--- config.mk ---
export PLATFORM = sky130hd
export DESIGN_NAME = asic_pipebuf
export DESIGN_NICKNAME = d
export VERILOG_FILES = /design/src/rtl/asic_pipebuf_pkg.sv /design/src/rtl/asic_pipebuf_stage.sv /design/src/rtl/asic_pipebuf.sv
export SDC_FILE = /design/constraint.sdc
export NUM_CORES = 1
export LEC_CHECK = 0
export ABC_CLOCK_PERIOD_IN_PS = 1650
export BUFFER_PORTS_ARGS = -buffer_cell sky130_fd_sc_hd__buf_2
export CELL_PAD_IN_SITES_DETAIL_PLACEMENT = 0
export CELL_PAD_IN_SITES_GLOBAL_PLACEMENT = 1
export CORE_MARGIN = 8
export CORE_UTILIZATION = 37
export DETAILED_ROUTE_END_ITERATION = 12
export GPL_ROUTABILITY_DRIVEN = 0
export GPL_TIMING_DRIVEN = 0
export PLACE_DENSITY_LB_ADDON = 0.1
export SKIP_LAST_GASP = 1
export SLEW_MARGIN = 5
export SYNTH_ARGS = -nofsm -noshare
export SYNTH_HDL_FRONTEND = slang
export SYNTH_HIERARCHICAL = 1
export SYNTH_SLANG_ARGS = --single-unit
--- constraint.sdc ---
create_clock -name clk -period 1.65 [get_ports clk]
set_clock_uncertainty 0.05 [all_clocks]
set_input_delay 0.33 -clock clk [delete_from_list [all_inputs] [get_ports clk]]
set_output_delay 0.33 -clock clk [all_outputs]
set_load 0.05 [all_outputs]
--- src/rtl/asic_pipebuf_pkg.sv ---
// Shared state encoding and constants for the asic_pipebuf elastic buffer.
// Optional build macro used by the stage: ASIC_PIPEBUF_HOLD_EN.
package asic_pipebuf_pkg;

    typedef enum logic [1:0] {
        EMPTY = 2'b00,
        BUSY  = 2'b01,
        FULL  = 2'b11
    } pipebuf_state_t;

    localparam int PIPEBUF_CAP_PER_STAGE = 2;

endpackage

--- src/rtl/asic_pipebuf_stage.sv ---
// One 2-entry skid stage: in_ready comes straight from the state register, so no ready path crosses stages.
// ASIC_PIPEBUF_HOLD_EN: data registers load only on a real transfer, otherwise main follows in_data when free.
module asic_pipebuf_stage
    import asic_pipebuf_pkg::*;
#(
    parameter int DW = 1
) (
    input  logic          clk,
    input  logic          reset,
    input  logic          in_valid,
    output logic          in_ready,
    input  logic [DW-1:0] in_data,
    output logic          out_valid,
    input  logic          out_ready,
    output logic [DW-1:0] out_data
);

    pipebuf_state_t state_q, state_d;
    logic [DW-1:0]  main_q, main_d;
    logic [DW-1:0]  skid_q, skid_d;

    always_comb begin
        state_d = state_q;
        main_d  = main_q;
        skid_d  = skid_q;
        case (state_q)
            EMPTY: begin
                if (in_valid) state_d = BUSY;
`ifdef ASIC_PIPEBUF_HOLD_EN
                if (in_valid) main_d = in_data;
`else
                main_d = in_data;
`endif
            end
            BUSY: begin
                if (in_valid && !out_ready)      state_d = FULL;
                else if (!in_valid && out_ready) state_d = EMPTY;
`ifdef ASIC_PIPEBUF_HOLD_EN
                if (in_valid && out_ready)  main_d = in_data;
                if (in_valid && !out_ready) skid_d = in_data;
`else
                // Loading without in_valid is harmless: the stage only keeps them on a real push.
                if (out_ready) main_d = in_data;
                else           skid_d = in_data;
`endif
            end
            FULL: begin
                if (out_ready) begin
                    state_d = BUSY;
                    main_d  = skid_q;
                end
            end
            default: state_d = EMPTY;
        endcase
    end

    always_ff @(posedge clk or posedge reset) begin
        if (reset) state_q <= EMPTY;
        else       state_q <= state_d;
    end

    // Payload registers carry no reset.
    always_ff @(posedge clk) begin
        main_q <= main_d;
        skid_q <= skid_d;
    end

    assign in_ready  = (state_q != FULL);
    assign out_valid = (state_q != EMPTY);
    assign out_data  = main_q;

endmodule

--- src/rtl/asic_pipebuf.sv ---
// Elastic valid/ready pipeline buffer of DEPTH skid stages; DEPTH=0 degenerates to wires.
// Build option ASIC_PIPEBUF_HOLD_EN is consumed inside asic_pipebuf_stage.
module asic_pipebuf
    import asic_pipebuf_pkg::*;
#(
    parameter int DW    = 1,
    parameter int DEPTH = 2,
    parameter     PROP  = "DEFAULT"
) (
    input  logic          clk,
    input  logic          reset,
    input  logic          in_valid,
    output logic          in_ready,
    input  logic [DW-1:0] in_data,
    output logic          out_valid,
    input  logic          out_ready,
    output logic [DW-1:0] out_data
);

    // PROP only steers tech mapping and the per-stage capacity is informational.
    logic [7:0] unused_cfg;
    assign unused_cfg = 8'(PROP) ^ 8'(PIPEBUF_CAP_PER_STAGE);

    if (DEPTH == 0) begin : g_pass
        logic unused_clk;
        assign unused_clk = clk ^ reset;
        assign in_ready   = out_ready;
        assign out_valid  = in_valid;
        assign out_data   = in_data;
    end else begin : g_pipe
        logic          vld [DEPTH+1];
        logic          rdy [DEPTH+1];
        logic [DW-1:0] dat [DEPTH+1];

        assign vld[0]     = in_valid;
        assign dat[0]     = in_data;
        assign in_ready   = rdy[0];
        assign rdy[DEPTH] = out_ready;
        assign out_valid  = vld[DEPTH];
        assign out_data   = dat[DEPTH];

        for (genvar k = 0; k < DEPTH; k++) begin : g_stage
            asic_pipebuf_stage #(.DW(DW)) u_stage (
                .clk       (clk),
                .reset     (reset),
                .in_valid  (vld[k]),
                .in_ready  (rdy[k]),
                .in_data   (dat[k]),
                .out_valid (vld[k+1]),
                .out_ready (rdy[k+1]),
                .out_data  (dat[k+1])
            );
        end
    end

endmodule

==> flow_metrics.py, run 1 <==
metrics = {
    "run_status": {
        "status": "finished clean",
    },
    "global_route": {
        "grt_pass1_wl_um": 1610,
        "antenna_found_initial": 0,
        "grt_start_max_net_pins": 6,
        "grt_usage": 0.0766,
        "grt_pass1_vias": 412,
        "grt_overflow": 0,
    },
    "route": {
        "antenna_left": 0,
        "drc_errors": 0,
        "wl_per_cell_um": 12.0,
        "drt_iter0_markers": 6,
        "wl_met1_um": 450,
        "wl_met3_um": 58,
        "routed_wirelength_um": 1050,
        "top_layer_used": "met3",
        "via_count": 414,
        "wl_met2_um": 545,
        "viasPerCell": 4.70,
        "first_pass_iters": 4,
    },
    "synthesis": {
        "synth_cell_types": 11,
        "synth_warnings": 6,
        "syn-instance-count": 52,
        "synth_top_area_cell": "ha_1",
        "synth.net_count": 67,
        "ys_ff_latch": 8,
        "syn_area_per_cell_um2": 10.6,
        "synth_area_leaders": "ha_1, edfxtp_1, dfrtp_1",
        "netlist_area_um2": 551,
        "synth_top_area_frac": 0.227,
        "ys_seq_area_frac": 0.400,
    },
    "die": {
        "die_y_um": 54.6,
        "die_area_um2": 2980,
        "rows": 14,
        "die_width_um": 54.6,
        "io_pins": 8,
        "coreArea_um2": 1450,
        "start_util": 0.379,
    },
    "worst_setup_path": {
        "required_ps": 1730,
        "crit-reg2reg-capture": "g_pipe.g_stage[0].u_stage/state_q[1]",
        "path_max_fanout": 4,
        "critPathLaunchType": "flip-flop",
        "r2r_cells": 6,
        "crit_type": "reg -> reg",
        "rr_startpoint": "g_pipe.g_stage[1].u_stage/state_q[0]",
        "crit_arrival_ps": 1690,
        "worst-r2r-setup-slack_ps": 40,
        "cp-end-kind": "flip-flop",
    },
    "sta": {
        "rsz0062_at_grt": "yes",
        "post-route-period-util": 0.977,
        "slew_violations": 0,
        "period_needed_ps": 1610,
        "tightest_slew_ps": 253,
        "tns_ps": 0,
        "hold_viol_final": 0,
        "fmax_mhz": 621,
        "finalSetupViolCount": 0,
        "slew_headroom": 0.831,
    },
    "clock_tree": {
        "cts_buffers": 3,
        "clock_latency_ps": 250,
        "clock_path_buffers": 2,
        "cts_tree": "done",
        "clock_sinks": 8,
        "cts-root-buf": "clkbuf_4",
        "htreeDepth": 1,
        "path_clk_slew_ps": 60,
    },
    "min_path": {
        "min_from": "in_data",
        "hold_path_end": "g_pipe.g_stage[0].u_stage/skid_q",
        "min_path_type": "in -> reg",
        "hold_depth": 1,
    },
    "pwr": {
        "leakagePower_nw": 0.368,
        "powerDensity_nw_per_um2": 1630,
        "ir_worst_vdd_mv": 0.985,
    },
    "final_layout": {
        "final_common_cell": "buf_4",
        "drive_gt1_frac": 0.542,
        "layout_common_cells": "buf_4, nand2_1, inv_1, ha_1, buf_2",
        "diodes": 0,
        "syn2layout_area_growth_pct": 42.5,
        "final_core_util": 0.540,
        "fin_nets": 88,
    },
    "place": {
        "place_hpwl_um": 708,
        "io_buffers": 7,
    },
    "flow_run": {
        "cap_viol_max_count": 0,
    },
}
-- cell type report --
class | count | area (um2)
well taps | 16 | 20.0
fillers | 135 | 669
flip-flops and latches | 8 | 224
inverters | 12 | 50.0
clock buffers | 4 | 26.3
repair buffers | 16 | 114
multi-input cells | 32 | 350
-- cell families after synthesis --
kind of cell | Yosys count | synth area share
buffers and inverters | 12 | 0.0818
adders and majority gates | 10 | 0.227
AOI/OAI and AO/OA | 6 | 0.0909
DFF | 8 | 0.400
muxes | 6 | 0.123
and+or+nand+nor | 10 | 0.0773
-- sequential cells by signal, indices dropped and copies added (netlist names) --
| name | count |
|---|---|
| g_pipe.g_stage.u_stage/out_data | 2 |
| g_pipe.g_stage.u_stage/state_q | 4 |
| g_pipe.g_stage.u_stage/skid_q | 2 |
-- timing repair --
item / CTS / global route
buffers inserted: 6 / 2
pin swaps: 1 / 2
endpoints found under the setup margin: 6 / 6
hold endpoints to repair: 4 / 0
gates resized for setup: 6 / 18
hold buffers: 1 / 0
-- routing by layer --
| layer | GRT usage | vias up |
|---|---|---|
| li1 | - | 211 |
| met1 | 0.0738 | 197 |
| met2 | 0.130 | 6 |
| met3 | 0.0516 | 0 |
| met4 | 0.0246 | 0 |
| met5 | 0 | - |
-- stage by stage --
step | total power, mW | cells | instance area, um2 | setup WS (ps) | hold WS, ps
floorplan | 0.767 | 52 | 553 | 27.8 | 21.2
global placement | 0.867 | 75 | 608 | -76.7 | 141
detailed placement | 0.877 | 75 | 608 | -83.3 | 142
CTS | 1.14 | 86 | 712 | 0.0917 | 207
global route | 1.38 | 88 | 785 | -2.19 | 200
finish | 1.28 | 88 | 785 | 38.4 | 214
-- synth_stat cells (all sizes together) --
library cell,number
edfxtp,4
a21oi,2
dfrtp,4
mux2,6
inv,12
ha,10
nand2,6
nor2,2
o21ai,2
nor2b,2
o221ai,2
-- power by group --
group | switching (mW) | internal, mW
Sequential | 0.0581 | 0.297
Clock | 0.0631 | 0.0923
Combinational | 0.392 | 0.374
-- critical path: stages, from the launching register on --
cell and delay, ps:
dfrtp_2 410, ha_4 160, inv_4 30, buf_4 120, buf_4 140, o221ai_2 250
mux2_4 330
-- how the worst max path moves through the flow --
stage | slack [ps] | endpoint | start | cells after the start
finish | 40 | g_pipe.g_stage[0].u_stage/state_q[1] | g_pipe.g_stage[1].u_stage/state_q[0] | 6
floorplan | 30 | g_pipe.g_stage[1].u_stage/state_q[0] | g_pipe.g_stage[1].u_stage/state_q[0] | 5
global placement | -80 | g_pipe.g_stage[0].u_stage/state_q[0] | g_pipe.g_stage[1].u_stage/state_q[0] | 7
global route | -2 | g_pipe.g_stage[0].u_stage/state_q[1] | g_pipe.g_stage[1].u_stage/state_q[0] | 6
detailed placement | -80 | g_pipe.g_stage[0].u_stage/state_q[0] | g_pipe.g_stage[1].u_stage/state_q[0] | 7
CTS | 0.09 | g_pipe.g_stage[1].u_stage/state_q[0] | g_pipe.g_stage[0].u_stage/state_q[1] | 7
No activity file was read; power rests on OpenSTA's default activity.
==> run 2, diff against run 1 <==
- MAX_ROUTING_LAYER: default -> met4
- SKIP_LAST_GASP: 1 -> default
==> flow_metrics.py, run 2 (same netlist as run 1, synthesis figures left out) <==
metrics = {
    "run_status": {
        "status": "finished clean",
    },
    "worst_setup_path": {
        "path_max_fanout": 4,
        "rr_startpoint": "g_pipe.g_stage[1].u_stage/state_q[0]",
        "crit_arrival_ps": 1690,
        "crit-reg2reg-capture": "g_pipe.g_stage[0].u_stage/state_q[1]",
        "worst-r2r-setup-slack_ps": 40,
        "cp-end-kind": "flip-flop",
        "crit_type": "reg -> reg",
        "required_ps": 1730,
        "critPathLaunchType": "flip-flop",
        "r2r_cells": 6,
    },
    "min_path": {
        "min_from": "in_data",
        "hold_path_end": "g_pipe.g_stage[0].u_stage/skid_q",
        "min_path_type": "in -> reg",
        "hold_depth": 1,
    },
    "final_layout": {
        "design_area_um2": 785,
        "fin_nets": 88,
        "largest-register": "g_pipe.g_stage.u_stage/state_q",
        "largest_reg_flops": 4,
        "drive_gt1_frac": 0.542,
        "n_fill_cell": 135,
        "syn2layout_area_growth_pct": 42.5,
        "seqCellArea_um2": 224,
        "layout_common_cells": "buf_4, nand2_1, inv_1, ha_1, buf_2",
        "final_common_cell": "buf_4",
        "diodes": 0,
        "multi_input_area_um2": 350,
    },
    "global_route": {
        "grt_overflow": 0,
        "grt_usage": 0.0790,
        "antenna_found_initial": 0,
        "grt_pass1_vias": 410,
        "grt_start_max_net_pins": 6,
        "grt_pass1_wl_um": 1610,
    },
    "route": {
        "antenna_left": 0,
        "first_pass_iters": 4,
        "via_count": 414,
        "drc_errors": 0,
        "viasPerCell": 4.70,
        "routed_wirelength_um": 1060,
        "wl_per_cell_um": 12.0,
        "drt_iter0_markers": 3,
    },
    "die": {
        "coreArea_um2": 1450,
        "die_area_um2": 2980,
        "rows": 14,
        "die_width_um": 54.6,
        "start_util": 0.379,
        "die_y_um": 54.6,
        "io_pins": 8,
    },
    "place": {
        "place_hpwl_um": 708,
        "io_buffers": 7,
        "post_dp_cell_area_um2": 608,
    },
    "sta": {
        "slew_headroom": 0.831,
        "post-route-period-util": 0.977,
        "finalSetupViolCount": 0,
        "slew_violations": 0,
        "fmax_mhz": 620,
        "hold_viol_final": 0,
        "tightest_slew_ps": 253,
        "tns_ps": 0,
        "rsz0062_at_grt": "yes",
        "period_needed_ps": 1610,
    },
    "pwr": {
        "leakagePower_nw": 0.368,
        "p_sw_frac": 0.402,
        "combPwrFrac": 0.600,
        "p_sw_mw": 0.514,
        "p_clk_frac": 0.122,
        "powerDensity_nw_per_um2": 1630,
        "internal-power_mw": 0.763,
        "ir_worst_vdd_mv": 0.986,
        "pwr-share-seq": 0.278,
    },
    "clock_tree": {
        "cts_buffers": 3,
        "cts_tree": "done",
        "clock_sinks": 8,
        "htreeDepth": 1,
        "path_clk_slew_ps": 60,
        "clock_latency_ps": 250,
        "cts-root-buf": "clkbuf_4",
        "clock_path_buffers": 2,
    },
    "flow_run": {
        "cap_viol_max_count": 0,
    },
}
run 2: cell counts in the layout (fill, tap and decap cells not counted):
No cell type changed its count.
run 2: worst max path at each step:
stage          slack (ps)  cells after the start                                    to                                 start
2_1_floorplan          30                      5  g_pipe.g_stage[1].u_stage/state_q[0]  g_pipe.g_stage[1].u_stage/state_q[0]
3_3_place_gp          -80                      7  g_pipe.g_stage[0].u_stage/state_q[0]  g_pipe.g_stage[1].u_stage/state_q[0]
3_5_place_dp          -80                      7  g_pipe.g_stage[0].u_stage/state_q[0]  g_pipe.g_stage[1].u_stage/state_q[0]
4_1_cts              0.09                      7  g_pipe.g_stage[1].u_stage/state_q[0]  g_pipe.g_stage[0].u_stage/state_q[1]
5_1_grt                -2                      6  g_pipe.g_stage[0].u_stage/state_q[1]  g_pipe.g_stage[1].u_stage/state_q[0]
6_report               40                      6  g_pipe.g_stage[0].u_stage/state_q[1]  g_pipe.g_stage[1].u_stage/state_q[0]
run 2: critical path, stage by stage (launching register included):
cell,delay (ps)
dfrtp_2,410
ha_4,160
inv_4,30
buf_4,120
buf_4,140
o221ai_2,250
mux2_4,330
run 2: layer usage:
| layer | wire, um | vias to the layer above | global-route usage |
|---|---|---|---|
| li1 | - | 211 | - |
| met1 | 457 | 197 | 0.0738 |
| met2 | 546 | 6 | 0.130 |
| met3 | 52 | 0 | 0.0516 |
| met4 | 0 | 0 | 0.0246 |
| met5 | 0 | - | - |
run 2: through the flow:
step	cells	util	hold slack [ps]	setup WS [ps]	power, mW
after global routing	88	0.540	200	-2.19	1.38
after global placement	75	0.418	141	-76.7	0.867
after detailed placement	75	0.418	142	-83.3	0.877
after floorplan	52	-	21.2	27.8	0.767
after CTS	86	0.490	207	0.0917	1.14
final	88	0.540	213	38.3	1.28
run 2: cell type report:
class,count,area share
flip-flops and latches,8,0.285
multi-input cells,32,0.447
repair buffers,16,0.145
inverters,12,0.0638
well taps,16,0.0255
clock buffers,4,0.0335
run 2: what timing repair did:
item	CTS	global route
pin swaps	1	2
buffers inserted	6	2
gates resized for setup	6	18
hold endpoints to repair	4	0
hold buffers	1	0
setup endpoints to repair	6	6
run 2: power groups by stage:
stage / registers [mW] / clock network (mW) / logic (mW)
2_1_floorplan: 0.387 / 0 / 0.380
3_3_place_gp: 0.356 / 0 / 0.512
3_5_place_dp: 0.359 / 0 / 0.518
4_1_cts: 0.352 / 0.163 / 0.624
5_1_grt: 0.364 / 0.176 / 0.836
6_report: 0.355 / 0.156 / 0.766
